$ cat src/rtl/wb_write_arbiter_if.sv
// ---------------------------------------------------------------------------
// wb_write_arbiter_if
//   Bundle for the shared register-file write port. It carries the two
//   writeback source handshakes (A = ALU result, B = load return), the
//   registered write port and the pending-destination mask.
//
//   modport slave  : the arbiter side. It takes the source offers and drives
//                    the ready signals, the write port and pendingMask.
//   modport master : the environment side. It drives the source offers and
//                    observes everything else.
//
//   Signals
//     aValid/aAddr/aData  source A offer
//     aReady              source A accepted at this edge if aValid
//     bValid/bAddr/bData  source B offer
//     bReady              source B accepted at this edge if bValid
//     writeEnable         register-file write strobe (registered)
//     writeAddress        register-file write address (registered)
//     writeData           register-file write data (registered)
//     pendingMask         one bit per register with a write still in flight
// ---------------------------------------------------------------------------
interface wb_write_arbiter_if #(
    parameter int DATA_W = 32,
    parameter int ADDR_W = 5
);
    logic                     aValid;
    logic [ADDR_W-1:0]        aAddr;
    logic [DATA_W-1:0]        aData;
    logic                     aReady;

    logic                     bValid;
    logic [ADDR_W-1:0]        bAddr;
    logic [DATA_W-1:0]        bData;
    logic                     bReady;

    logic                     writeEnable;
    logic [ADDR_W-1:0]        writeAddress;
    logic [DATA_W-1:0]        writeData;
    logic [(2**ADDR_W)-1:0]   pendingMask;

    modport slave (
        input  aValid, aAddr, aData,
        input  bValid, bAddr, bData,
        output aReady, bReady,
        output writeEnable, writeAddress, writeData,
        output pendingMask
    );

    modport master (
        output aValid, aAddr, aData,
        output bValid, bAddr, bData,
        input  aReady, bReady,
        input  writeEnable, writeAddress, writeData,
        input  pendingMask
    );
endinterface

$ cat src/rtl/wb_write_arbiter.sv
// ---------------------------------------------------------------------------
// wb_write_arbiter
//   Two writeback sources share one register-file write port. Each source
//   has a one-entry holding buffer. When both buffers hold an entry, a
//   round-robin pointer picks the winner. The granted entry goes out through
//   registered writeEnable/writeAddress/writeData. pendingMask flags every
//   register that is targeted by a buffered entry or by the output stage, so
//   that issue can stall on read-after-write hazards.
//
//   Ports
//     clk    system clock, rising edge
//     reset  asynchronous, active-high
//     bus    wb_write_arbiter_if.slave (handshakes, write port, mask)
//
//   Round-robin pointer
//     state | meaning
//     PTR_A | A wins the next contended cycle (B was served last, or reset)
//     PTR_B | B wins the next contended cycle (A was served last)
// ---------------------------------------------------------------------------
module wb_write_arbiter #(
    parameter int DATA_W = 32,
    parameter int ADDR_W = 5
) (
    input  logic               clk,
    input  logic               reset,
    wb_write_arbiter_if.slave  bus
);

    localparam int DEPTH = 2**ADDR_W;

    typedef enum logic {
        PTR_A = 1'b0,
        PTR_B = 1'b1
    } rr_ptr_e;

    rr_ptr_e               rr_ptr_q, rr_ptr_d;

    logic                  buf_a_valid_q, buf_a_valid_d;
    logic [ADDR_W-1:0]     buf_a_addr_q,  buf_a_addr_d;
    logic [DATA_W-1:0]     buf_a_data_q,  buf_a_data_d;

    logic                  buf_b_valid_q, buf_b_valid_d;
    logic [ADDR_W-1:0]     buf_b_addr_q,  buf_b_addr_d;
    logic [DATA_W-1:0]     buf_b_data_q,  buf_b_data_d;

    logic                  wr_en_q,   wr_en_d;
    logic [ADDR_W-1:0]     wr_addr_q, wr_addr_d;
    logic [DATA_W-1:0]     wr_data_q, wr_data_d;

    logic                  grant_a;
    logic                  grant_b;
    logic                  a_ready;
    logic                  b_ready;
    logic                  a_accept;
    logic                  b_accept;
    logic [DEPTH-1:0]      pending_mask;

    // Arbitration uses buffer state at the start of the cycle only, so the
    // ready signals do not depend on the incoming valids.
    always_comb begin
        grant_a = 1'b0;
        grant_b = 1'b0;
        if (buf_a_valid_q && buf_b_valid_q) begin
            grant_a = (rr_ptr_q == PTR_A);
            grant_b = (rr_ptr_q == PTR_B);
        end else begin
            grant_a = buf_a_valid_q;
            grant_b = buf_b_valid_q;
        end
    end

    // A buffer that drains this cycle can take a new entry at the same
    // edge. This lets a continuously granted source stream one entry per
    // cycle.
    assign a_ready  = !buf_a_valid_q || grant_a;
    assign b_ready  = !buf_b_valid_q || grant_b;
    assign a_accept = bus.aValid && a_ready;
    assign b_accept = bus.bValid && b_ready;

    always_comb begin
        rr_ptr_d = rr_ptr_q;
        if (grant_a) begin
            rr_ptr_d = PTR_B;
        end else if (grant_b) begin
            rr_ptr_d = PTR_A;
        end
    end

    always_comb begin
        buf_a_valid_d = buf_a_valid_q;
        buf_a_addr_d  = buf_a_addr_q;
        buf_a_data_d  = buf_a_data_q;
        if (a_accept) begin
            buf_a_valid_d = 1'b1;
            buf_a_addr_d  = bus.aAddr;
            buf_a_data_d  = bus.aData;
        end else if (grant_a) begin
            buf_a_valid_d = 1'b0;
        end
    end

    always_comb begin
        buf_b_valid_d = buf_b_valid_q;
        buf_b_addr_d  = buf_b_addr_q;
        buf_b_data_d  = buf_b_data_q;
        if (b_accept) begin
            buf_b_valid_d = 1'b1;
            buf_b_addr_d  = bus.bAddr;
            buf_b_data_d  = bus.bData;
        end else if (grant_b) begin
            buf_b_valid_d = 1'b0;
        end
    end

    // Address and data follow every grant, including those to register 0.
    // Only the strobe is suppressed for register 0, because it is hardwired
    // to zero. With no grant, address and data hold their values.
    always_comb begin
        wr_en_d   = 1'b0;
        wr_addr_d = wr_addr_q;
        wr_data_d = wr_data_q;
        if (grant_a) begin
            wr_en_d   = (buf_a_addr_q != '0);
            wr_addr_d = buf_a_addr_q;
            wr_data_d = buf_a_data_q;
        end else if (grant_b) begin
            wr_en_d   = (buf_b_addr_q != '0);
            wr_addr_d = buf_b_addr_q;
            wr_data_d = buf_b_data_q;
        end
    end

    always_comb begin
        pending_mask = '0;
        if (buf_a_valid_q && (buf_a_addr_q != '0)) begin
            pending_mask[buf_a_addr_q] = 1'b1;
        end
        if (buf_b_valid_q && (buf_b_addr_q != '0)) begin
            pending_mask[buf_b_addr_q] = 1'b1;
        end
        if (wr_en_q && (wr_addr_q != '0)) begin
            pending_mask[wr_addr_q] = 1'b1;
        end
    end

    always_ff @(posedge clk or posedge reset) begin
        if (reset) begin
            rr_ptr_q      <= PTR_A;
            buf_a_valid_q <= 1'b0;
            buf_a_addr_q  <= '0;
            buf_a_data_q  <= '0;
            buf_b_valid_q <= 1'b0;
            buf_b_addr_q  <= '0;
            buf_b_data_q  <= '0;
            wr_en_q       <= 1'b0;
            wr_addr_q     <= '0;
            wr_data_q     <= '0;
        end else begin
            rr_ptr_q      <= rr_ptr_d;
            buf_a_valid_q <= buf_a_valid_d;
            buf_a_addr_q  <= buf_a_addr_d;
            buf_a_data_q  <= buf_a_data_d;
            buf_b_valid_q <= buf_b_valid_d;
            buf_b_addr_q  <= buf_b_addr_d;
            buf_b_data_q  <= buf_b_data_d;
            wr_en_q       <= wr_en_d;
            wr_addr_q     <= wr_addr_d;
            wr_data_q     <= wr_data_d;
        end
    end

    assign bus.aReady       = a_ready;
    assign bus.bReady       = b_ready;
    assign bus.writeEnable  = wr_en_q;
    assign bus.writeAddress = wr_addr_q;
    assign bus.writeData    = wr_data_q;
    assign bus.pendingMask  = pending_mask;

endmodule
$ cat src/flat_wrapper.sv
// flat-port wrapper written by rule: the top's interface ports become plain ports
module wb_write_arbiter_flat 
#(
    parameter int DATA_W = 32,
    parameter int ADDR_W = 5
)
  (clk, reset, bus_aValid, bus_aAddr, bus_aData, bus_bValid, bus_bAddr, bus_bData, bus_aReady, bus_bReady, bus_writeEnable, bus_writeAddress, bus_writeData, bus_pendingMask);
  wb_write_arbiter_if #(.DATA_W(DATA_W), .ADDR_W(ADDR_W)) bus_i ();
  input  logic clk;
  input  logic reset;
  input wire logic [$bits(bus_i.aValid)-1:0] bus_aValid;
  input wire logic [$bits(bus_i.aAddr)-1:0] bus_aAddr;
  input wire logic [$bits(bus_i.aData)-1:0] bus_aData;
  input wire logic [$bits(bus_i.bValid)-1:0] bus_bValid;
  input wire logic [$bits(bus_i.bAddr)-1:0] bus_bAddr;
  input wire logic [$bits(bus_i.bData)-1:0] bus_bData;
  output wire logic [$bits(bus_i.aReady)-1:0] bus_aReady;
  output wire logic [$bits(bus_i.bReady)-1:0] bus_bReady;
  output wire logic [$bits(bus_i.writeEnable)-1:0] bus_writeEnable;
  output wire logic [$bits(bus_i.writeAddress)-1:0] bus_writeAddress;
  output wire logic [$bits(bus_i.writeData)-1:0] bus_writeData;
  output wire logic [$bits(bus_i.pendingMask)-1:0] bus_pendingMask;
  assign bus_i.aValid = bus_aValid;
  assign bus_i.aAddr = bus_aAddr;
  assign bus_i.aData = bus_aData;
  assign bus_i.bValid = bus_bValid;
  assign bus_i.bAddr = bus_bAddr;
  assign bus_i.bData = bus_bData;
  assign bus_aReady = bus_i.aReady;
  assign bus_bReady = bus_i.bReady;
  assign bus_writeEnable = bus_i.writeEnable;
  assign bus_writeAddress = bus_i.writeAddress;
  assign bus_writeData = bus_i.writeData;
  assign bus_pendingMask = bus_i.pendingMask;
  wb_write_arbiter #(.DATA_W(DATA_W), .ADDR_W(ADDR_W)) u_core (.clk(clk), .reset(reset), .bus(bus_i));
endmodule
$ cat config.mk
export PLATFORM = sky130hd
export DESIGN_NAME = wb_write_arbiter_flat
export DESIGN_NICKNAME = d
export VERILOG_FILES = /design/src/rtl/wb_write_arbiter_if.sv /design/src/rtl/wb_write_arbiter.sv /design/src/flat_wrapper.sv
export SDC_FILE = /design/constraint.sdc
export NUM_CORES = 1
export LEC_CHECK = 0
export CAP_MARGIN = 20
export CELL_PAD_IN_SITES_DETAIL_PLACEMENT = 0
export CELL_PAD_IN_SITES_GLOBAL_PLACEMENT = 1
export CORE_UTILIZATION = 38
export DETAILED_ROUTE_END_ITERATION = 10
export PLACE_DENSITY_LB_ADDON = 0.1
export SYNTH_ARGS = -nofsm -noshare
export SYNTH_HDL_FRONTEND = slang
export SYNTH_SLANG_ARGS = --single-unit
$ cat constraint.sdc
create_clock -name clk -period 5.2 [get_ports clk]
set_clock_uncertainty 0.15 [all_clocks]
set_input_delay 0.78 -clock clk [delete_from_list [all_inputs] [get_ports clk]]
set_output_delay 0.78 -clock clk [all_outputs]
set_load 0.03 [all_outputs]
**After elaboration in Yosys (flattened, before gate mapping)**

Cells that the tools add are included.

- Flip-flop bits (word level): 115
- Latch bits: 0
- Bits in writable memories: 0
- ROM bits: 0
- Bits of input ports: 78
- Output and inout port bits: 72
- Word-level logic and storage cells: 60
- Memories: 0

- Add/subtract/negate cells: 0
- $mul: 0
- Divide/modulo/power cells: 0
- Order comparisons: 6
- Equality and inequality tests: 0
- Shift-type cells: 0
- Multiplexer cells: 22
- Bitwise operators: 3
- Reduce and logical (&&, ||, !) cells: 19

Operators by type and width:

| operator | number |
|---|---|
| 32-bit two-way mux | 5 |
| 32-bit OR | 2 |
| 5-bit by 6-bit less-than comparator with 1-bit output (second input constant) | 3 |
| 1-bit demux with 5-bit select | 3 |
| 5-bit by 1-bit greater-or-equal comparator with 1-bit output (second input constant) | 3 |
| 5-bit nonzero test | 3 |
| 1-bit two-way mux | 12 |
| 5-bit two-way mux | 2 |
| 1-bit logical AND | 9 |
| 2-bit nonzero test | 3 |
| 1-bit logical NOT | 2 |
| 1-bit logical OR | 2 |
| 1-bit inverter | 1 |

**Logic depth before layout (Yosys ltp)**

Gate-level depths: netlist of run 1.

- Depth in word-level cells: 9
- Depth in mapped cells: 6
- Depth with buffers taken out: 3

**Least setup slack after synthesis of run 1**

No wires, ideal clock.

- Path type: register -> output
- Start: reg u_core.wr_addr_q[4], in the netlist u_core.bus.writeAddress[4]
- End: out bus_pendingMask[16]
- Arrival: 1469 ps
- Path slack: 2801 ps
- Cell stages (with the launch flop): 4
- Buffers on the path: 0
- Path through: dfrtp_1 > nor4bb_1 > a22oi_1 > nand2_1

- Longest elaborated chain between the ends: 6
- Elaborated cells between the ends (all ways): 9

Ends and longest elaborated chain:

| element | line | text |
|---|---|---|
| start, declared | wb_write_arbiter.sv:47 | `logic [ADDR_W-1:0] wr_addr_q, wr_addr_d;` |
| start signal, assigned | wb_write_arbiter.sv:167 | `wr_addr_q <= wr_addr_d;` |
| 5-bit by 6-bit less-than comparator with 1-bit output (implied by the code) or 5-bit by 1-bit greater-or-equal comparator with 1-bit output (tied branches) | wb_write_arbiter.sv:142 | `pending_mask[wr_addr_q] = 1'b1;` |
| 1-bit logical AND (implied by the code) | wb_write_arbiter.sv:142 |  |
| 1-bit two-way mux (implied by the code) | wb_write_arbiter.sv:142 |  |
| 1-bit demux with 5-bit select | -- |  |
| 32-bit OR (no source line) | -- |  |
| 32-bit two-way mux * | wb_write_arbiter.sv:141 | `if (wr_en_q && (wr_addr_q != '0)) begin` |
| end, declared | flat_wrapper.sv:22 | `output wire logic [$bits(bus_i.pendingMask)-1:0] bus_pendingMask;` |

Every way passes the cells marked *; elsewhere a longest branch is shown, timed or not.

**Worst setup path after layout of run 1**

- Start: reg u_core.buf_a_valid_q
- End: out bus_pendingMask[20]

- Longest elaborated chain between the ends: 6

Ends and longest elaborated chain:

| element | line | text |
|---|---|---|
| start, declared | wb_write_arbiter.sv:38 | `logic buf_a_valid_q, buf_a_valid_d;` |
| start signal, assigned | wb_write_arbiter.sv:160 | `buf_a_valid_q <= buf_a_valid_d;` |
| 1-bit logical AND * | wb_write_arbiter.sv:135 | `if (buf_a_valid_q && (buf_a_addr_q != '0)) begin` |
| 32-bit two-way mux * | wb_write_arbiter.sv:135 |  |
| 32-bit OR (no source line) | -- |  |
| 32-bit two-way mux * | wb_write_arbiter.sv:138 | `if (buf_b_valid_q && (buf_b_addr_q != '0)) begin` |
| 32-bit OR (no source line) | -- |  |
| 32-bit two-way mux * | wb_write_arbiter.sv:141 |  |

Marks and branches as above.

==> flow_metrics.tcl, run 1 <==
set metrics [dict create \
    status "completed" \
    drv_slew 0 \
    required_ns 4.27 \
    port-buffer-count 148 \
    endpoint_kind "output port" \
    dpl.hpwl_um 9740 \
    min_period_over_period_pct 74.9 \
    nNetsFinal 672 \
    maxCapViolCount 0 \
    synth_edf_count 0 \
    postCtsSetupBuffers 0 \
    row_count 43 \
    gr-usage-all-layers_pct 21.6 \
    ys_ff_latch 115 \
    totalWireLength_um 15100 \
    via_per_inst 5.41 \
    grt_pass1_wl_um 24000 \
    place_worst_setup_slack_ns 1.72 \
    synth_warnings 0 \
    synthSimpleGateAreaFrac_pct 15.0 \
    finalInstanceArea_um2 7600 \
    post_cts_resized 0 \
    avgSynthCellArea_um2 12.0 \
    overflow 0 \
    period_minus_slack_ns 3.90 \
    fmax_mhz 257 \
    clock_latency_ns 0.41 \
    antenna_found_initial 0 \
    synth_fp_nets 540 \
    async_flop_share_pct 100 \
    design.die.area_um2 15100 \
    numCtsBuffers 17 \
    root_buffer "clkbuf_16" \
    hold_violations 0 \
    cts.clk_slew.worst_paths_ns 0.05 \
    fp.coreArea_um2 14000 \
    synth-adder-area-share_pct 0 \
    synth.most_common_cell "dfrtp_1" \
    crit_type "flip-flop to output port" \
    path_max_fanout 47 \
    p_leak_nw 3.15 \
    synth_top_area_share_pct 51.9 \
    synthTopCellsByCount "dfrtp_1 (115), nand2_1 (63), mux2_2 (47)" \
    grt_max_degree 48 \
    seq_area_frac_synth_pct 51.9 \
    initial_core_util_pct 39.5 \
    min_to "u_core.bus.writeData[3]" \
    synth_top_cell_by_area "dfrtp_1" \
    ff2ff_path_depth 3 \
    max-vdd-ir-drop_uv 278 \
    total_power_mw 4.34 \
    clockPowerShare_pct 25.9 \
    min_from "u_core.bus.writeData[3]" \
    internal_power_mw 2.72 \
    route.detailed.drc 0 \
    syn_inst 462 \
    drt-wirelength-per-cell_um 19.2 \
    power_density_nw_per_um2 571 \
    tns_ns 0 \
    drt_iter0_markers 275 \
    r2r_end "u_core.buf_a_data_q[3]" \
    cts_buffer_depth 2 \
    max_slew_margin_pct 41.0 \
    postRouteAntennaNets 0 \
    cp_data_arrival_time_ns 2.97 \
    combPwrFrac_pct 39.7 \
    place_congestion 0.786 \
    dr.pass1.iters 7 \
    regToRegSetupSlack_ns 2.82 \
    synth-xor-area-share_pct 0 \
    boundaryPins 150 \
    cp-start-kind "flip-flop" \
    worst_slack_ns 1.30 \
    num_vias 4244 \
    worst_slew_pin_slew_ns 0.885 \
    htreeDepth 4 \
    diodes 0 \
    p_sw_mw 1.62 \
    ys_top_cells_by_area "dfrtp_1 (52%), mux2_2 (9.5%), mux2_1 (6.7%)" \
    netSwitchingFraction_pct 37.3 \
    place_area_um2 7030 \
    synth_flop_cell "dfrtp_1" \
    cts_tree "done" \
    fp.dieW_um 123 \
    hold_ws_ns 0.327 \
    hold_depth 2 \
    cts_sinks 115 \
    grt_pass1_vias 4451 \
    setup_viol 0 \
    synth_compound_area_share_pct 12.0 \
    rsz0062_at_grt "no" \
    area_delta_synth_final_pct 37.1 \
    p_seq_share_pct 34.4 \
    synth_top_family_by_area "multiplexers" \
    cts_hold_buf 0 \
    hold_path.class "flip-flop to flip-flop" \
    reg2reg_from "u_core.buf_a_valid_q" \
    synth.cell_area_um2 5550 \
    synthMuxAreaShare_pct 16.2 \
    drive_gt1_share_pct 14.4 \
    ys_types 37 \
    dieHeight_um 123 \
]
-- registers in the layout, summed over array words and instances (netlist names), 5 cells and up --
name                     cells
u_core.buf_a_data_q         32
u_core.buf_b_data_q         32
u_core.bus.writeAddress      5
u_core.buf_a_addr_q          5
u_core.bus.writeData        32
u_core.buf_b_addr_q          5
-- area by class of cell --
type	count	area (µm²)
inverters	3	13.8
flip-flops and latches	115	2880
clock inverters	5	75.1
clock buffers	25	495
fillers	1243	6440
well taps	180	225
multi-input cells	305	2400
repair buffers	152	1510
-- stage by stage --
step,instances,util (%)
6_report,785,54.1
5_1_grt,785,54.1
4_1_cts,785,54.1
3_5_place_dp,755,50.1
3_3_place_gp,755,50.1
2_1_floorplan,462,-
-- how the worst max path moves through the flow --
| stage | startpoint | end | slack (ns) | cells after the start |
|---|---|---|---|---|
| after global placement | u_core.buf_a_valid_q | bus_pendingMask[8] | 1.77 | 4 |
| final | u_core.buf_a_valid_q | bus_pendingMask[20] | 1.30 | 4 |
| after global routing | u_core.buf_a_valid_q | bus_pendingMask[28] | 1.17 | 4 |
| after detailed placement | u_core.buf_a_valid_q | bus_pendingMask[20] | 1.72 | 4 |
| after CTS | u_core.buf_a_valid_q | bus_pendingMask[20] | 1.29 | 4 |
| after floorplan | reset | u_core.buf_a_addr_q[0] | 1.23 | 1 |
-- critical path, stage by stage, from the launching register on --
cell             delay [ns]
dfrtp_2                0.94
nor3b_2                0.69
a22oi_1                0.15
nand2_1                0.11
clkdlybuf4s50_1        0.66
-- power groups by stage --
stage	combinational [mW]	sequential, mW	clock (mW)
after floorplan	0.885	1.67	0
after global placement	1.72	1.49	0
after detailed placement	1.74	1.50	0
after CTS	1.74	1.49	1.15
after global routing	1.84	1.54	1.20
final	1.72	1.50	1.13
-- placed cells by master (no fill, tap or decap), types with 2 or more instances in the layout --
| cell type | instances |
|---|---|
| clkdlybuf4s50_1 | 148 |
| dfrtp_1 | 113 |
| nand2_1 | 63 |
| mux2_2 | 47 |
| mux2_1 | 33 |
| a22oi_1 | 29 |
| or3_1 | 23 |
| o221a_1 | 23 |
| clkbuf_16 | 17 |
| nor2_1 | 14 |
| and3b_1 | 10 |
| nor3b_1 | 8 |
| o22ai_1 | 7 |
| o21a_1 | 5 |
| and3_1 | 4 |
| o32a_1 | 4 |
| a32oi_1 | 4 |
| nand3_1 | 4 |
| clkbuf_1 | 4 |
| clkbuf_8 | 4 |
| buf_4 | 4 |
| and4b_1 | 3 |
| nor4bb_1 | 3 |
| nand2b_1 | 3 |
| clkinv_2 | 3 |
| nand2_4 | 2 |
| nor2b_1 | 2 |
| a222oi_1 | 2 |
| inv_1 | 2 |
| nor3b_2 | 2 |
| nor3_1 | 2 |
| bufinv_16 | 2 |
| dfrtp_2 | 2 |
-- layer usage --
metal  track usage, %  wire length (µm)
met3             6.13              1070
met1             28.8              6920
met2             32.7              6880
met5                0                 0
met4             9.53               214
-- kinds of logic after synthesis --
group | count (synthesis)
and+or+nand+nor | 149
DFF | 115
muxes | 80
AOI/OAI and AO/OA | 75
buffers and inverters | 42
other | 1
No activity file was read; power rests on OpenSTA's default activity.
==> inputs of run 2 (changes only) <==
Settings changed: CORE_UTILIZATION 38 to 34.
Clock period 5.2 ns to 3.35 ns, I/O delays scaled along.
==> flow_metrics.tcl, run 2 (synthesis gave the netlist of run 1 again) <==
set metrics [dict create \
    maxCapViolCount 0 \
    fp.dieW_um 130 \
    fmax_mhz 321 \
    antenna_found_initial 0 \
    design.die.area_um2 16800 \
    endpoint_kind "output port" \
    reg2reg_from "u_core.buf_b_valid_q" \
    p_sw_mw 2.56 \
    totalWireLength_um 15700 \
    cts_sinks 115 \
    setup_viol 0 \
    layout_common_cells "clkdlybuf4s50_1 (148), dfrtp_1 (113), nand2_1 (63)" \
    place_congestion 0.793 \
    postCtsSetupBuffers 0 \
    cp_data_arrival_time_ns 2.47 \
    cp-start-kind "flip-flop" \
    gr-usage-all-layers_pct 19.3 \
    fp.coreArea_um2 15900 \
    row_count 46 \
    cts.clk_slew.worst_paths_ns 0.05 \
    utilization_pct 48.1 \
    port-buffer-count 148 \
    num_vias 4315 \
    p_seq_share_pct 34.4 \
    numCtsBuffers 17 \
    clock_latency_ns 0.41 \
    fin_cells 824 \
    p_leak_nw 3.14 \
    initial_core_util_pct 34.9 \
    grt_pass1_wl_um 24200 \
    drt_iter0_markers 256 \
    drv_slew 0 \
    rsz0062_at_grt "no" \
    root_buffer "clkbuf_16" \
    min_period_over_period_pct 93.1 \
    clockPowerShare_pct 23.8 \
    place_area_um2 7130 \
    layout_commonest_cell "clkdlybuf4s50_1" \
    post_cts_resized 0 \
    status "completed" \
    total_power_mw 6.62 \
    hold_path.class "flip-flop to flip-flop" \
    drive_gt1_share_pct 15.3 \
    via_per_inst 5.24 \
    cts_hold_buf 0 \
    dieHeight_um 130 \
    area_delta_synth_final_pct 37.9 \
    postRouteAntennaNets 0 \
    grt_pass1_vias 4431 \
    diodes 0 \
    placed_cells 794 \
    period_minus_slack_ns 3.12 \
    worst_slew_pin_slew_ns 0.751 \
    dpl.hpwl_um 9780 \
    hold_violations 0 \
    drt-wirelength-per-cell_um 19.1 \
    finalInstanceArea_um2 7650 \
    htreeDepth 4 \
    combPwrFrac_pct 41.8 \
    max-vdd-ir-drop_uv 512 \
    route.detailed.drc 0 \
    crit_type "flip-flop to output port" \
    path_max_fanout 10 \
    overflow 0 \
    internal_power_mw 4.06 \
    dr.pass1.iters 4 \
    crit_start "u_core.bus.writeAddress[4]" \
    cts_tree "done" \
    tns_ns 0 \
    netSwitchingFraction_pct 38.6 \
    grt_max_degree 116 \
    nNetsFinal 675 \
    required_ns 2.70 \
    cts_buffer_depth 2 \
    min_from "u_core.bus.writeData[1]" \
    max_slew_margin_pct 49.2 \
    power_density_nw_per_um2 866 \
    fillers 1474 \
    boundaryPins 150 \
]
-- run 2: cell count changes in the layout (fill, tap and decap cells not counted), moves of 2 or more --
cell	before	now
clkinv_4	0	2
clkbuf_8	4	2
clkinv_2	3	6
bufinv_16	2	0
clkbuf_1	4	1
buf_12	0	2
clkinvlp_4	0	3
-- run 2: worst paths after layout --
path | endpoint | slack [ns] | cells past startpoint
setup / recovery | bus_pendingMask[8] | 0.23 | 4
hold / removal | u_core.bus.writeData[1] | 0.33 | 2
setup reg to reg | u_core.buf_a_data_q[4] | 1.05 | 4
hold reg to reg | u_core.bus.writeData[1] | 0.33 | 2
max in group asynchronous | u_core.bus.writeAddress[0] | 2.09 | 3
min in group asynchronous | u_core.buf_a_data_q[30] | 0.46 | 3
-- run 2: worst max-delay path, stage by stage (launching register included) --
cell             delay (ns)
dfrtp_1                0.48
nor4bb_1               0.70
nand2_1                0.13
nand2_1                0.09
clkdlybuf4s50_1        0.67
-- run 2: per-stage QoR --
stage,setup WS [ns],hold WS [ns]
after floorplan,1.23,0.313
after global placement,0.696,0.318
after detailed placement,0.658,0.321
after CTS,0.222,0.333
after global routing,0.0618,0.350
final,0.230,0.333
-- run 2: final cells by class --
class / count / area, µm² / share of cell area, %
repair buffers: 155 / 1560 / 20.4
multi-input cells: 305 / 2400 / 31.4
clock buffers: 20 / 457 / 5.97
flip-flops and latches: 115 / 2880 / 37.7
clock inverters: 10 / 62.6 / 0.818
inverters: 3 / 15.0 / 0.196
well taps: 216 / 270 / 3.53
-- run 2: power by group through the flow --
stage                     clock network (mW)  logic [mW]  registers (mW)
final                                   1.58        2.77            2.27
after global routing                    1.69        2.94            2.34
after global placement                     0        2.77            2.27
after floorplan                            0        1.37            2.59
after detailed placement                   0        2.79            2.28
after CTS                               1.63        2.79            2.27
-- run 2: per-layer routing --
layer	vias to the layer above	GRT usage [%]	routed length, µm
met1	2173	25.5	6980
met2	158	31.1	7540
li1	1967	-	-
met3	17	4.51	1020
met5	-	0	0
met4	0	6.36	167
==> inputs of run 3 (changes only) <==
Settings changed: CTS_CLUSTER_SIZE set to 14.
==> results of run 3 <==
The final DEF is identical to that of run 2; final timing and power are the same.
